==> src/rtl/fetch_queue.sv <==
// Prefetching fetch stage: issues sequential word reads, tracks them through a
// fixed-latency pipe and buffers {insn, pc} pairs in a DEPTH-entry FIFO for decode.
module fetch_queue #(
    parameter int                ADDR_W      = 32,
    parameter int                DATA_W      = 32,
    parameter int                DEPTH       = 4,
    parameter int                MEM_LATENCY = 1,
    parameter logic [ADDR_W-1:0] RESET_PC    = 32'h8002_0000
) (
    input  logic                       clk,
    input  logic                       rst_n,
    input  logic                       srec_parse_in,
    input  logic                       stall_in,
    input  logic                       redirect_in,
    input  logic [ADDR_W-1:0]          redirect_pc_in,
    output logic                       mem_req_out,
    output logic [ADDR_W-1:0]          mem_addr_out,
    output logic                       mem_rw_out,
    output logic [1:0]                 mem_access_size_out,
    input  logic [DATA_W-1:0]          mem_data_in,
    output logic                       insn_valid_out,
    output logic [DATA_W-1:0]          insn_out,
    output logic [ADDR_W-1:0]          pc_out,
    output logic [$clog2(DEPTH):0]     occupancy_out
);

    localparam int AW = $clog2(DEPTH);
    localparam int CW = AW + 1;
    localparam int SW = CW + $clog2(MEM_LATENCY + 1) + 1;

    logic [ADDR_W-1:0]      pc_q;
    logic [MEM_LATENCY-1:0] pv_q;
    logic [MEM_LATENCY-1:0] pv_d;
    logic [ADDR_W-1:0]      ppc_q [MEM_LATENCY];
    logic [ADDR_W-1:0]      ppc_d [MEM_LATENCY];
    logic [DATA_W-1:0]      fd_q  [DEPTH];
    logic [ADDR_W-1:0]      fp_q  [DEPTH];
    logic [AW-1:0]          wr_q;
    logic [AW-1:0]          rd_q;
    logic [CW-1:0]          cnt_q;

    logic [SW-1:0]          inflight_s;
    logic [SW-1:0]          credit_s;
    logic                   issue_s;
    logic                   push_s;
    logic                   pop_s;
    logic                   valid_s;

    // Credit check: buffered plus in-flight entries must leave room for one more.
    always_comb begin
        inflight_s = '0;
        for (int i = 0; i < MEM_LATENCY; i++) begin
            inflight_s = inflight_s + SW'(pv_q[i]);
        end
        credit_s = SW'(cnt_q) + inflight_s;
        if (rst_n && !srec_parse_in && !redirect_in && (credit_s < SW'(DEPTH))) begin
            issue_s = 1'b1;
        end else begin
            issue_s = 1'b0;
        end
    end

    assign push_s  = pv_q[MEM_LATENCY-1];
    assign valid_s = (cnt_q != '0);
    assign pop_s   = valid_s && !stall_in;

    // Next state of the request-tracking shift pipe.
    always_comb begin
        pv_d[0]  = issue_s;
        ppc_d[0] = pc_q;
        for (int i = 1; i < MEM_LATENCY; i++) begin
            pv_d[i]  = pv_q[i-1];
            ppc_d[i] = ppc_q[i-1];
        end
    end

    // Fetch PC, tracking pipe and FIFO pointers; redirect overrides everything.
    always_ff @(posedge clk or negedge rst_n) begin
        if (!rst_n) begin
            pc_q  <= RESET_PC;
            pv_q  <= '0;
            wr_q  <= '0;
            rd_q  <= '0;
            cnt_q <= '0;
            for (int i = 0; i < MEM_LATENCY; i++) begin
                ppc_q[i] <= '0;
            end
        end else if (redirect_in) begin
            pc_q  <= redirect_pc_in;
            pv_q  <= '0;
            wr_q  <= '0;
            rd_q  <= '0;
            cnt_q <= '0;
        end else begin
            pc_q  <= issue_s ? pc_q + ADDR_W'(4) : pc_q;
            pv_q  <= pv_d;
            ppc_q <= ppc_d;
            wr_q  <= push_s ? wr_q + AW'(1) : wr_q;
            rd_q  <= pop_s ? rd_q + AW'(1) : rd_q;
            case ({push_s, pop_s})
                2'b10:   cnt_q <= cnt_q + CW'(1);
                2'b01:   cnt_q <= cnt_q - CW'(1);
                default: cnt_q <= cnt_q;
            endcase
        end
    end

    // FIFO storage; the entry leaving the pipe captures this cycle's read data.
    always_ff @(posedge clk or negedge rst_n) begin
        if (!rst_n) begin
            for (int i = 0; i < DEPTH; i++) begin
                fd_q[i] <= '0;
                fp_q[i] <= '0;
            end
        end else if (push_s && !redirect_in) begin
            fd_q[wr_q] <= mem_data_in;
            fp_q[wr_q] <= ppc_q[MEM_LATENCY-1];
        end else begin
            fd_q <= fd_q;
            fp_q <= fp_q;
        end
    end

    assign mem_req_out         = issue_s;
    assign mem_addr_out        = rst_n ? pc_q : '0;
    assign mem_rw_out          = 1'b0;
    assign mem_access_size_out = 2'b00;
    assign insn_valid_out      = valid_s;
    assign insn_out            = valid_s ? fd_q[rd_q] : '0;
    assign pc_out              = valid_s ? fp_q[rd_q] : '0;
    assign occupancy_out       = cnt_q;

endmodule

==> config.mk <==
export PLATFORM = sky130hd
export DESIGN_NAME = fetch_queue
export DESIGN_NICKNAME = d
export VERILOG_FILES = /design/src/rtl/fetch_queue.sv
export SDC_FILE = /design/constraint.sdc
export NUM_CORES = 1
export LEC_CHECK = 0
export ABC_AREA = 1
export BUFFER_PORTS_ARGS = -buffer_cell sky130_fd_sc_hd__clkbuf_2
export CAP_MARGIN = 20
export CORE_MARGIN = 2
export CORE_UTILIZATION = 47
export CTS_CLUSTER_DIAMETER = 120
export DETAILED_ROUTE_END_ITERATION = 7
export MAX_ROUTING_LAYER = met4
export PLACE_DENSITY = 0.69
export SETUP_SLACK_MARGIN = 0.1
export SLEW_MARGIN = 20
export SYNTH_ARGS = -nofsm -noshare
export SYNTH_HDL_FRONTEND = slang
export SYNTH_SLANG_ARGS = --single-unit
==> constraint.sdc <==
create_clock -name clk -period 1.73 [get_ports clk]
set_input_delay 0.346 -clock clk [delete_from_list [all_inputs] [get_ports clk]]
set_output_delay 0.346 -clock clk [all_outputs]
set_load 0.01 [all_outputs]
==> summary.md, run 1 <==
| Metric | Value |
|---|---|
| Area after DPL | approximately 0.017 mm2 |
| Mux cell area share after synthesis | 0.707% |
| CP delay by family, top | buffers and inverters |
| Die height | 186 um |
| Max Freq | 422 MHz |
| Post-Route Skew | 0.0212 ns |
| Hold WS | around 0.026 ns |
| Largest cells by area after synthesis | dfrtp_1 (52%), o21ai_0 (13%), nand2_1 (11%), nor2_1 (8.1%), inv_1 (3.7%) |
| Data arrival, critical path | approximately 2 ns |
| Worst Max-Slew Pin Slew | 0.713 ns |
| DR vias | 14,200 |
| Synth Area in Simple Gates | between 20 and 25% |
| # IOs | between 150 and 200 |
| WL/cell | 16.4 um |
| Total wire length | 43,700 um |
| Slew HR | a little over half |
| Placed wire-length estimate | 26,400 um |
| Mapped Cells | 2,004 |
| CTS tree | done |
| RSZ-0062 raised after global routing | true |
| Area Overhead vs Synth | 28.8% |
| Fraction of layout cells with a size suffix above 1 | 23.3% |
| Primary FF master, synth | dfrtp_1 |
| Final Core Density | 61.5% |
| Row count | 66 |
| Pre-antenna DRT Iters | 5 |
| Clock Latency Late Sink | 0.52 ns |
| Largest net degree at the start of global routing | 130 |
| Max-slew violations | 0 |
| Vias in the first global route | 13,200 |
| CTS H-Tree Depth | 2 |
| Grt ovf | 0 |
| CP max-delay cell | dfrtp_4 |
| Antenna Nets Post-Route | 0 |
| Post-synth EDFFs | 0 |
| GPL Wtd Cong | approximately 0.9 |
| Synth area leader | dfrtp_1 |
| Initial antenna violation count | 0 |
| DIE AREA | 0.0346 mm2 |
| CP Class | flip-flop to output port |
| Combinational family with the most area after synthesis | simple AND/OR/NAND/NOR gates |
| Post-Synth Adder-Cell Area | less than 1% |
| Final hold vios | 0 |
| CP cell instances | buf_8 -> clkbuf_16 -> nor2_2 -> nor2_1 -> o21ai_1 -> a21oi_1 -> buf_4 -> buf_6 |
| Finished Cell Area | around 0.02 mm2 |
| DP Cell Count | 2,549 |
| Ys async rst share | 100% |
| Core ar. | ~0.033 mm2 |
| Clock buffer depth | 3 |
| Max incr delay on CP | 0.56 ns |
| Crit end category | output port |
| Synth top area share | 52.4% |
| Global-route wire length before repair | between 60,000 and 70,000 um |
| Detailed Route Iter0 Violations | 1,058 |
| PwrDens | 1380 mW/mm2 |
| Period minus WS final | 2.37 ns |
| Vias per Instance | roughly 5.3 |
| Tcrit/Tclk final | 137% |
| Clock-pin slew on the worst setup and hold paths | about 0.06 ns |
| Cts bufs inserted | 36 |
| Failing checks | setup timing |
| Crit path launch type | flip-flop |
| Final setup margin | -0.641 ns |
| Port bufs | 169 |
| Commonest non-fill, non-tap cell in the layout | nand2_1 |
| Chip width | 186 um |
| Seq/Total Area, Yosys | 52.7% |
| Max-cap viol count | 0 |
| Finished Layout Cells | roughly 2,700 |
| Min-Delay Path Class | primary input to async pin |
| Post-Synth XOR/XNOR Area | 0.112% |
| Sink Count | 328 |
| DR DRC count | 0 |
| Final setup viols | 66 |
| Fin nets | 2,278 |
| Cell at the root of the clock tree | clkbuf_16 |
| Post-synthesis register bit count | 328 |
| Worst endpoint required time | 1.38 ns |
| Total track usage | roughly a quarter |
| Status | complete, but fails checks |
| Leak pwr | between 9 and 10 nW |
| Most frequent cells in the layout | nand2_1 (430), dfrtp_1 (312), o21ai_0 (301) |
| Initial Util | 47.7% |
| Synth Area in Compound Gates | 16.7% |
| Unique masters post-synth | 37 |
| Syn Area/Cell | 7.77 um2 |
| Total power | 27.8 mW |
| Worst vdd ir | 0.000724 V |
| Synth warn | 0 |
| CP bufs+invs | 4 |
| Worst-path fanout max | 5 |
| Antenna cells | 0 |
| Synthesized area | 0.0156 mm2 |
-- worst reg2reg max path, cell delays in order, from the launching register on --
cell	delay [ns]
dfrtp_1	0.40
inv_2	0.09
nand3_4	0.12
nand2_4	0.11
nor2_2	0.06
fa_2	0.38
xnor2_2	0.17
nand2_1	0.08
o21ai_0	0.10
nand2_1	0.07
o21ai_1	0.08
-- area by class of cell --
type | count | area, um2
Timing Repair Buffer | 287 | 2620
Inverter | 159 | 619
Clock buffer | 52 | 1030
Clock inverter | 9 | 148
Fill cell | 2783 | 12600
Sequential cell | 328 | 8230
Multi-Input combinational cell | 1391 | 6860
Tap cell | 442 | 553
-- synth_stat cells (5+ instances only) --
master	instances
a21oi_1	85
buf_1	15
buf_2	55
clkbuf_1	53
dfrtp_1	326
ha_1	5
inv_1	154
mux2i_1	11
nand2_1	446
nand2_2	5
nand3_1	41
nor2_1	336
nor2_2	9
o21ai_0	407
o21ai_1	7
-- flip-flops by register name, summed over array words and instances (netlist names) --
signal and count:
push_s 1, fd_q 128, ppc_q 32, wr_q 2
occupancy_out 3, pc_q 32, fp_q 128, rd_q 2
-- worst paths after layout --
kind / start / end / slack [ns] / cells past startpoint
min reg2reg: fd_q[94] / fd_q[94] / 0.48 / 2
max reg2reg: occupancy_out[2] / occupancy_out[2] / 0 / 10
min: rst_n / pc_q[31] / 0.03 / 2
max in group asynchronous: rst_n / fd_q[6] / 0.97 / 3
min in group clk: redirect_pc_in[0] / pc_q[0] / 0.04 / 3
max: rd_q[0] / pc_out[11] / -0.64 / 8
-- per-stage QoR --
step / worst slack [ns] / TNS (ns)
2_1_floorplan: 0.124 / 0
3_3_place_gp: -0.0736 / -0.246
3_5_place_dp: -0.109 / -0.675
4_1_cts: -0.644 / -37.42
5_1_grt: -0.717 / -40.34
6_report: -0.641 / -34.37
-- report_power, final --
part	internal, mW	leakage, nW	switching [mW]
sequential	9.02	4.28	0.967
clock	4.73	0.576	3.02
combinational	4.48	4.99	5.57
-- logic make-up (layout without fill, tap and decap cells) --
logic type / after synthesis / in the layout
and+or+nand+nor: 854 / 855
AOI/OAI and AO/OA: 514 / 514
DFF: 328 / 328
buffers and inverters: 288 / 507
muxes: 11 / 11
adders and majority gates: 6 / 6
xor gates and xnor gates: 2 / 2
other: 1 / 3
-- what timing repair did --
item                       CTS  global route
hold endpoints to repair    22             0
buffers inserted            18            25
hold buffers                 1             0
resized for setup           65           344
pin swaps                   22           105
gates cloned                 5            13
setup endpoints to repair   74           119
-- routing by layer --
layer	share of wire, %	vias to the layer above	track usage, %
met5	0	-	-
met4	2.5	0	7.56
met3	5.5	70	2.99
met2	48	478	40.4
met1	44	6834	33.7
li1	-	6823	-
No activity file was read; power rests on OpenSTA's default activity.
==> run 2: changes to the inputs <==
Settings changed: ABC_AREA 1 to unset, HOLD_SLACK_MARGIN set to 0.12.
==> run 2 against run 1 <==
  * The flow still finishes with violations (setup timing)
  * Sequential share of layout area fell by 4.0 points
  * Power rose by 5.3%
  * Final cell count fell by 29%
  * Critical endpoint is now pc_out[17]
  * Largest cell class unchanged
==> summary.md, run 2 <==
| Metric | Value |
|---|---|
| Status | complete, but fails checks |
| Failing checks | setup timing |
| Die height | 183 um (-1.5%) |
| WL/cell | 23.7 um (+45%) |
| Finished Layout Cells | 1,895 (-29%) |
| Worst vdd ir | 0.000691 V (-4.6%) |
| Biggest regs | fd_q: 128 flops, fp_q: 128 flops |
| DP Cell Count | 1,660 (-35%) |
| Grt ovf | 0 (unchanged) |
| Ys async rst share | 100% (unchanged) |
| Clock buffer depth | 3 (unchanged) |
| Port bufs | 169 (unchanged) |
| Synth Area in Compound Gates | 2.31% (-14 points) |
| Slew HR | 43.1% (-9.3 points) |
| Synth Area in Simple Gates | 8.99% (-13 points) |
| Synth top area share | 54.0% (+1.7 points) |
| Antenna Nets Post-Route | 0 (unchanged) |
| Post-Synth XOR/XNOR Area | 0.464% (+0.35 points) |
| Final setup viols | 99 (+50%) |
| Mux cell area share after synthesis | 30.8% (+30 points) |
| Placed wire-length estimate | 21,800 um (-17%) |
| Fillers | 1,996 (-28%) |
| Crit end category | output port |
| Pre-CTS WS | -0.232 ns (-0.123 ns) |
| Row count | 65 (-1.5%) |
| Cts bufs inserted | 36 (unchanged) |
| Primary FF master, synth | dfrtp_1 |
| Area Overhead vs Synth | 47.0% |
| Fin nets | 1,543 (-32%) |
| Multi-input gate area | 0.00754 mm2 (+10%) |
| Total power | 29.3 mW (+5.3%) |
| Clock-pin slew on the worst setup and hold paths | 0.06 ns (about the same) |
| Max Freq | 405 MHz (-3.8%) |
| Total wire length | 44,900 um (+2.7%) |
| Vias per Instance | 5.69 (+6.9%) |
| Max-cap viol count | 0 (unchanged) |
| Worst Max-Slew Pin Slew | 0.850 ns (+0.137 ns) |
| Seq/Total Area, Yosys | 54.4% (+1.7 points) |
| Leak pwr | 10.7 nW (+8.8%) |
| CP Class | flip-flop to output port |
| Most frequent cells in the layout | dfrtp_1 (318), mux2_2 (169), buf_6 (135) |
| Pre-antenna DRT Iters | 5 (unchanged) |
| Final hold vios | 0 (unchanged) |
| Initial Util | 47.8% (+0.095 points) |
| # IOs | 173 (unchanged) |
| Data arrival, critical path | 2.12 ns (+0.09 ns) |
| Synthesized area | 0.0151 mm2 (-3.1%) |
| Crit path launch type | flip-flop |
| Final setup margin | -0.736 ns (-0.0948 ns) |
| Core ar. | 0.0316 mm2 (-3.3%) |
| Post-Synth Adder-Cell Area | 0.547% (+0.017 points) |
| Initial antenna violation count | 0 (unchanged) |
| Commonest non-fill, non-tap cell in the layout | dfrtp_1 |
| Sink Count | 328 (unchanged) |
| CTS H-Tree Depth | 2 (unchanged) |
| RSZ-0062 raised after global routing | true |
| Detailed Route Iter0 Violations | 622 (-41%) |
| Clock Latency Late Sink | 0.53 ns (about the same) |
| CTS tree | done |
| Combinational family with the most area after synthesis | multiplexers |
| Largest net degree at the start of global routing | 189 (+45%) |
| Cell at the root of the clock tree | clkbuf_16 |
| Syn Area/Cell | 14.1 um2 (+82%) |
| Total track usage | 23.3% (-1.9 points) |
| Tcrit/Tclk final | 143% (+5.5 points) |
| Max-slew violations | 0 (unchanged) |
| Setup TNS | -52.17 ns (-17.80 ns) |
| DR DRC count | 0 (unchanged) |
| Synth area leader | dfrtp_1 |
| DIE AREA | 0.0336 mm2 (-3.0%) |
| Unique masters post-synth | 42 (+14%) |
| Top-count cell post-synth | dfrtp_1 |
| Mapped Cells | 1,069 (-47%) |
| Largest cells by area after synthesis | dfrtp_1 (54%), mux2_2 (21%), mux4_2 (9.5%), and2_1 (4.1%), nand2_1 (1.2%) |
| Post-Route Skew | 0.0174 ns (-0.00375 ns) |
| Post-synth EDFFs | 0 (unchanged) |
| Synth warn | 0 (unchanged) |
| Top post-synthesis cells by count | dfrtp_1 (326), mux2_2 (282), and2_1 (98), mux4_2 (64), nand2_1 (50) |
| Min-Delay Path Class | primary input to flip-flop |
| DR vias | 10,800 (-24%) |
| Vias in the first global route | 11,100 (-16%) |
| GPL Wtd Cong | 0.818 (-7.0%) |
| Fraction of layout cells with a size suffix above 1 | 60.8% (+38 points) |
| Global-route wire length before repair | 59,600 um (-12%) |
| Worst-path fanout max | 6 (+1) |
| Period minus WS final | 2.47 ns (+0.0948 ns) |
| Post-synthesis register bit count | 328 (unchanged) |
| Seq. cell area | 0.00823 mm2 (about the same) |
| Worst endpoint required time | 1.38 ns (about the same) |
| PwrDens | 1320 mW/mm2 (-4.8%) |
| Antenna cells | 0 (unchanged) |
| Chip width | 183 um (-1.5%) |
| Hold WS | 0.219 ns (+0.193 ns) |
[run 2: routing by layer]
metal  GRT usage, %  wire, um
met2           39.6     22800
met1           29.7     18900
met5              -         0
met4           6.24      1150
met3           3.04      2030
[run 2: report_power, final]
part | internal, mW | switching, mW | leakage (nW) | total (mW)
registers | 9.01 | 0.931 | 4.27 | 9.95
logic | 6.94 | 4.29 | 5.83 | 11.2
clock network | 4.95 | 3.12 | 0.611 | 8.07
total | 20.9 | 8.34 | 10.7 | 29.3
[run 2: cell families after synthesis]
kind of cell             Yosys count
AND/OR/NAND/NOR                  239
flip-flops                       328
AO/OA/AOI/OAI                     55
other                              1
multiplexers                     350
XOR/XNOR                           8
buffers and inverters             82
adder cells (fa/ha/maj)            6
[run 2: repair_timing]
item | in CTS | in global routing
hold buffers | 64 | 1
endpoints found under the hold margin | 203 | 12
cloned | 8 | 30
setup buffers | 47 | 30
endpoints found under the setup margin | 314 | 340
resized for setup | 120 | 388
pin swaps | 36 | 66
[run 2: worst max-delay path: stages (launching register included)]
cell and delay, ns:
dfrtp_4 0.48, buf_12 0.16, buf_16 0.13, mux4_2 0.53, and2_4 0.17, buf_8 0.12
[run 2: final timing paths]
path,end,startpoint,cells past startpoint,slack [ns]
setup reg to reg,pc_q[15],occupancy_out[2],8,-0.45
min in group asynchronous,fp_q[11],rst_n,4,0.31
hold reg to reg,fp_q[45],fp_q[45],1,0.50
hold / removal,pc_q[31],redirect_pc_in[31],4,0.22
setup / recovery,pc_out[17],rd_q[0],5,-0.74
max in group asynchronous,pc_q[27],rst_n,4,0.17
[run 2: layout make-up]
| cell class | count | area share, % |
|---|---|---|
| flip-flops and latches | 328 | 37.1 |
| well taps | 402 | 2.27 |
| multi-input cells | 663 | 34.0 |
| inverters | 9 | 0.186 |
| clock buffers | 53 | 4.71 |
| clock inverters | 10 | 0.941 |
| repair buffers | 430 | 20.9 |
[run 2: through the flow]
stage	util, %	cell area [um2]
detailed placement	54.6	17200
floorplan	-	15500
global route	70.3	22200
finish	70.3	22200
CTS	63.5	20000
global placement	54.6	17200
==> run 3: changes to the inputs <==
Settings changed: CORE_MARGIN 2 to 10.
==> run 3 against run 2 <==
  * The flow still finishes with violations (setup timing)
  * Wire length shrank 15%
  * Count of clock-buffer cells in the layout is 3 higher
  * Sequential share of layout area grew 2.6 points
  * Utilization shrank 4.8 points
  * Register-to-register slack better by 0.03 ns
==> summary.md, run 3 (synthesis gave the netlist of run 2 again) <==
| Metric | Value |
|---|---|
| Chip width | 199 um (+8.7%) |
| Period minus WS final | 2.47 ns (+0.00282 ns) |
| Seq pwr share | 34.8% (+0.8 points) |
| GPL Wtd Cong | 0.810 (-0.93%) |
| Final setup viols | 95 (-4.0%) |
| Global-route wire length before repair | 59,200 um (-0.65%) |
| Core ar. | 0.0316 mm2 (+0.26%) |
| Clock buffer depth | 3 (unchanged) |
| Finished Layout Cells | 1,850 (-2.4%) |
| Tcrit/Tclk final | 143% (+0.16 points) |
| Max-slew violations | 0 (unchanged) |
| Internal | 20.3 mW (-2.7%) |
| Worst path most repeated cell | buf_12 |
| Crit path launch type | flip-flop |
| Status | complete, but fails checks |
| Sink Count | 328 (unchanged) |
| WL/cell | 20.7 um (-13%) |
| Vias per Instance | 5.56 (-2.4%) |
| DR DRC count | 0 (unchanged) |
| Crit end category | output port |
| Total track usage | 19.2% (-4.1 points) |
| Die height | 199 um (+8.7%) |
| Uppermost layer routed | met4 |
| DP Cell Count | 1,656 (-0.24%) |
| Most frequent cells in the layout | dfrtp_1 (319), mux2_2 (281), buf_6 (106) |
| Vias in the first global route | 10,900 (-1.4%) |
| Met3 routed WL | 1900 um (-6.4%) |
| Area Overhead vs Synth | 37.5% |
| Final hold vios | 0 (unchanged) |
| Worst endpoint required time | 1.38 ns (about the same) |
| Max Freq | 405 MHz (-0.11%) |
| Fin nets | 1,496 (-3.0%) |
| Detailed Route Iter0 Violations | 542 (-13%) |
| Pre-CTS WS | -0.315 ns (-0.0830 ns) |
| Worst vdd ir | 0.000649 V (-6.1%) |
| Post-Route Skew | 0.0153 ns (-0.00209 ns) |
| Slew HR | 51.3% (+8.1 points) |
| Antenna Nets Post-Route | 0 (unchanged) |
| Largest net degree at the start of global routing | 140 (-26%) |
| Leak pwr | 9.84 nW (-8.0%) |
| CP cell instances | buf_12 -> buf_12 -> mux4_2 -> and2_4 -> buf_6 |
| Origin of the critical flop-to-flop path | occupancy_out[2] |
| Data arrival, critical path | 2.12 ns (about the same) |
| Cts bufs inserted | 36 (unchanged) |
| Setup slack, reg-to-reg | -0.42 ns (+0.03 ns) |
| CP Class | flip-flop to output port |
| Clock Latency Late Sink | 0.51 ns (-0.02 ns) |
| Worst-path fanout max | 8 (+2) |
| Placed wire-length estimate | 23,200 um (+6.6%) |
| RSZ-0062 raised after global routing | true |
| Critical R2R Capture | pc_q[28] |
| Antenna cells | 0 (unchanged) |
| Failing checks | setup timing |
| Final Core Density | 65.6% (-4.8 points) |
| Pre-antenna DRT Iters | 4 (-1) |
| Grt ovf | 0 (unchanged) |
| Combinational share of power | 36.4% (-2.0 points) |
| Commonest non-fill, non-tap cell in the layout | dfrtp_1 |
| Max incr delay on CP | 0.55 ns (+0.02 ns) |
| PwrDens | 1360 mW/mm2 (+2.9%) |
| Finished Cell Area | 0.0208 mm2 (-6.5%) |
| Clk pwr share | 28.8% (+1.2 points) |
| Fraction of layout cells with a size suffix above 1 | 60.1% (-0.73 points) |
| Total wire length | 38,200 um (-15%) |
| Initial antenna violation count | 0 (unchanged) |
| DIE AREA | 0.0397 mm2 (+18%) |
| CTS H-Tree Depth | 2 (unchanged) |
| Reg2reg path depth | 8 (unchanged) |
| CP max-delay cell | mux4_2 |
| Wire length on met2 | 18,900 um (-17%) |
| Worst Max-Slew Pin Slew | 0.731 ns (-0.119 ns) |
| Met1 Wirelength | 16,600 um (-12%) |
| Row count | 65 (unchanged) |
| Initial Util | 47.7% (-0.12 points) |
| # IOs | 173 (unchanged) |
| Port bufs | 169 (unchanged) |
| Final setup margin | -0.739 ns (-0.00282 ns) |
| Biggest regs | fd_q: 128 flops, fp_q: 128 flops |
| Max-cap viol count | 0 (unchanged) |
| Cell at the root of the clock tree | clkbuf_16 |
| Net Switching | 7.80 mW (-6.5%) |
| CTS tree | done |
| Sw Share | 27.7% (-0.80 points) |
| Min-Delay Path Class | primary input to async pin |
| DR vias | 10,300 (-4.7%) |
| Clock-pin slew on the worst setup and hold paths | 0.06 ns (about the same) |
| Area after DPL | 0.0173 mm2 (+0.33%) |
[run 3: cell count changes in the layout (fill, tap and decap cells not counted), sizes merged, moves of 2 or more]
cell         change
buf             -28
clkbuf           -4
nand2            -2
bufinv           -2
dlygate4sd3     -10
[run 3: critical path, delay by kind of cell (launching register included)]
family                 cells  cell delay [ns]
buffers and inverters      3             0.44
flip-flops                 1             0.45
AND/OR/NAND/NOR            1             0.17
multiplexers               1             0.55
[run 3: layout make-up]
| class | instances | area (um2) |
|---|---|---|
| Timing Repair Buffer | 385 | 3690 |
| Fill cell | 2259 | 10900 |
| Clock buffer | 56 | 1160 |
| Inverter | 9 | 41.3 |
| Sequential cell | 328 | 8220 |
| Clock inverter | 9 | 131 |
| Multi-Input combinational cell | 661 | 7000 |
| Tap cell | 402 | 503 |
[run 3: routing by layer]
metal  track usage (%)  vias up
met2              31.0      281
met1              25.1     5309
met3              3.30       72
li1                  -     4618
met5                 -        -
met4              4.32        0
[run 3: worst max-delay path by stage]
stage                           from               end  slack, ns  cells after the start
global route                 rd_q[0]      insn_out[18]      -0.79                      5
global placement         redirect_in          fd_q[73]      -0.27                      5
CTS                          rd_q[0]      insn_out[13]      -0.79                      4
detailed placement       redirect_in           fd_q[9]      -0.31                      5
finish                       rd_q[0]        pc_out[12]      -0.74                      5
floorplan           occupancy_out[0]  occupancy_out[2]      -0.15                      6
[run 3: power by group through the flow]
stage               combinational, mW  clock [mW]  sequential, mW
detailed placement               8.01           0            9.94
floorplan                        5.31           0            9.67
global route                     10.9        8.62            9.95
finish                           10.3        8.10            9.78
CTS                              8.89        8.29            9.81
global placement                 7.87           0            9.86
[run 3: per-stage QoR]
| step | power (mW) | hold slack, ns | setup TNS [ns] |
|---|---|---|---|
| after detailed placement | 18.0 | 0.332 | -88.43 |
| final | 28.1 | 0.111 | -52.58 |
| after CTS | 27.0 | 0.122 | -54.10 |
| after global routing | 29.5 | 0.129 | -57.94 |
| after global placement | 17.7 | 0.329 | -77.00 |
| after floorplan | 15.0 | 0.0504 | -0.925 |
[run 3: timing repair]
item                                    in CTS  in global routing
buffers inserted                            52                 24
endpoints found under the setup margin     378                131
pin swaps                                   14                 75
gates resized for setup                    104                207
hold endpoints to repair                   139                  0
cloned                                       2                  6
hold buffers                                55                  0
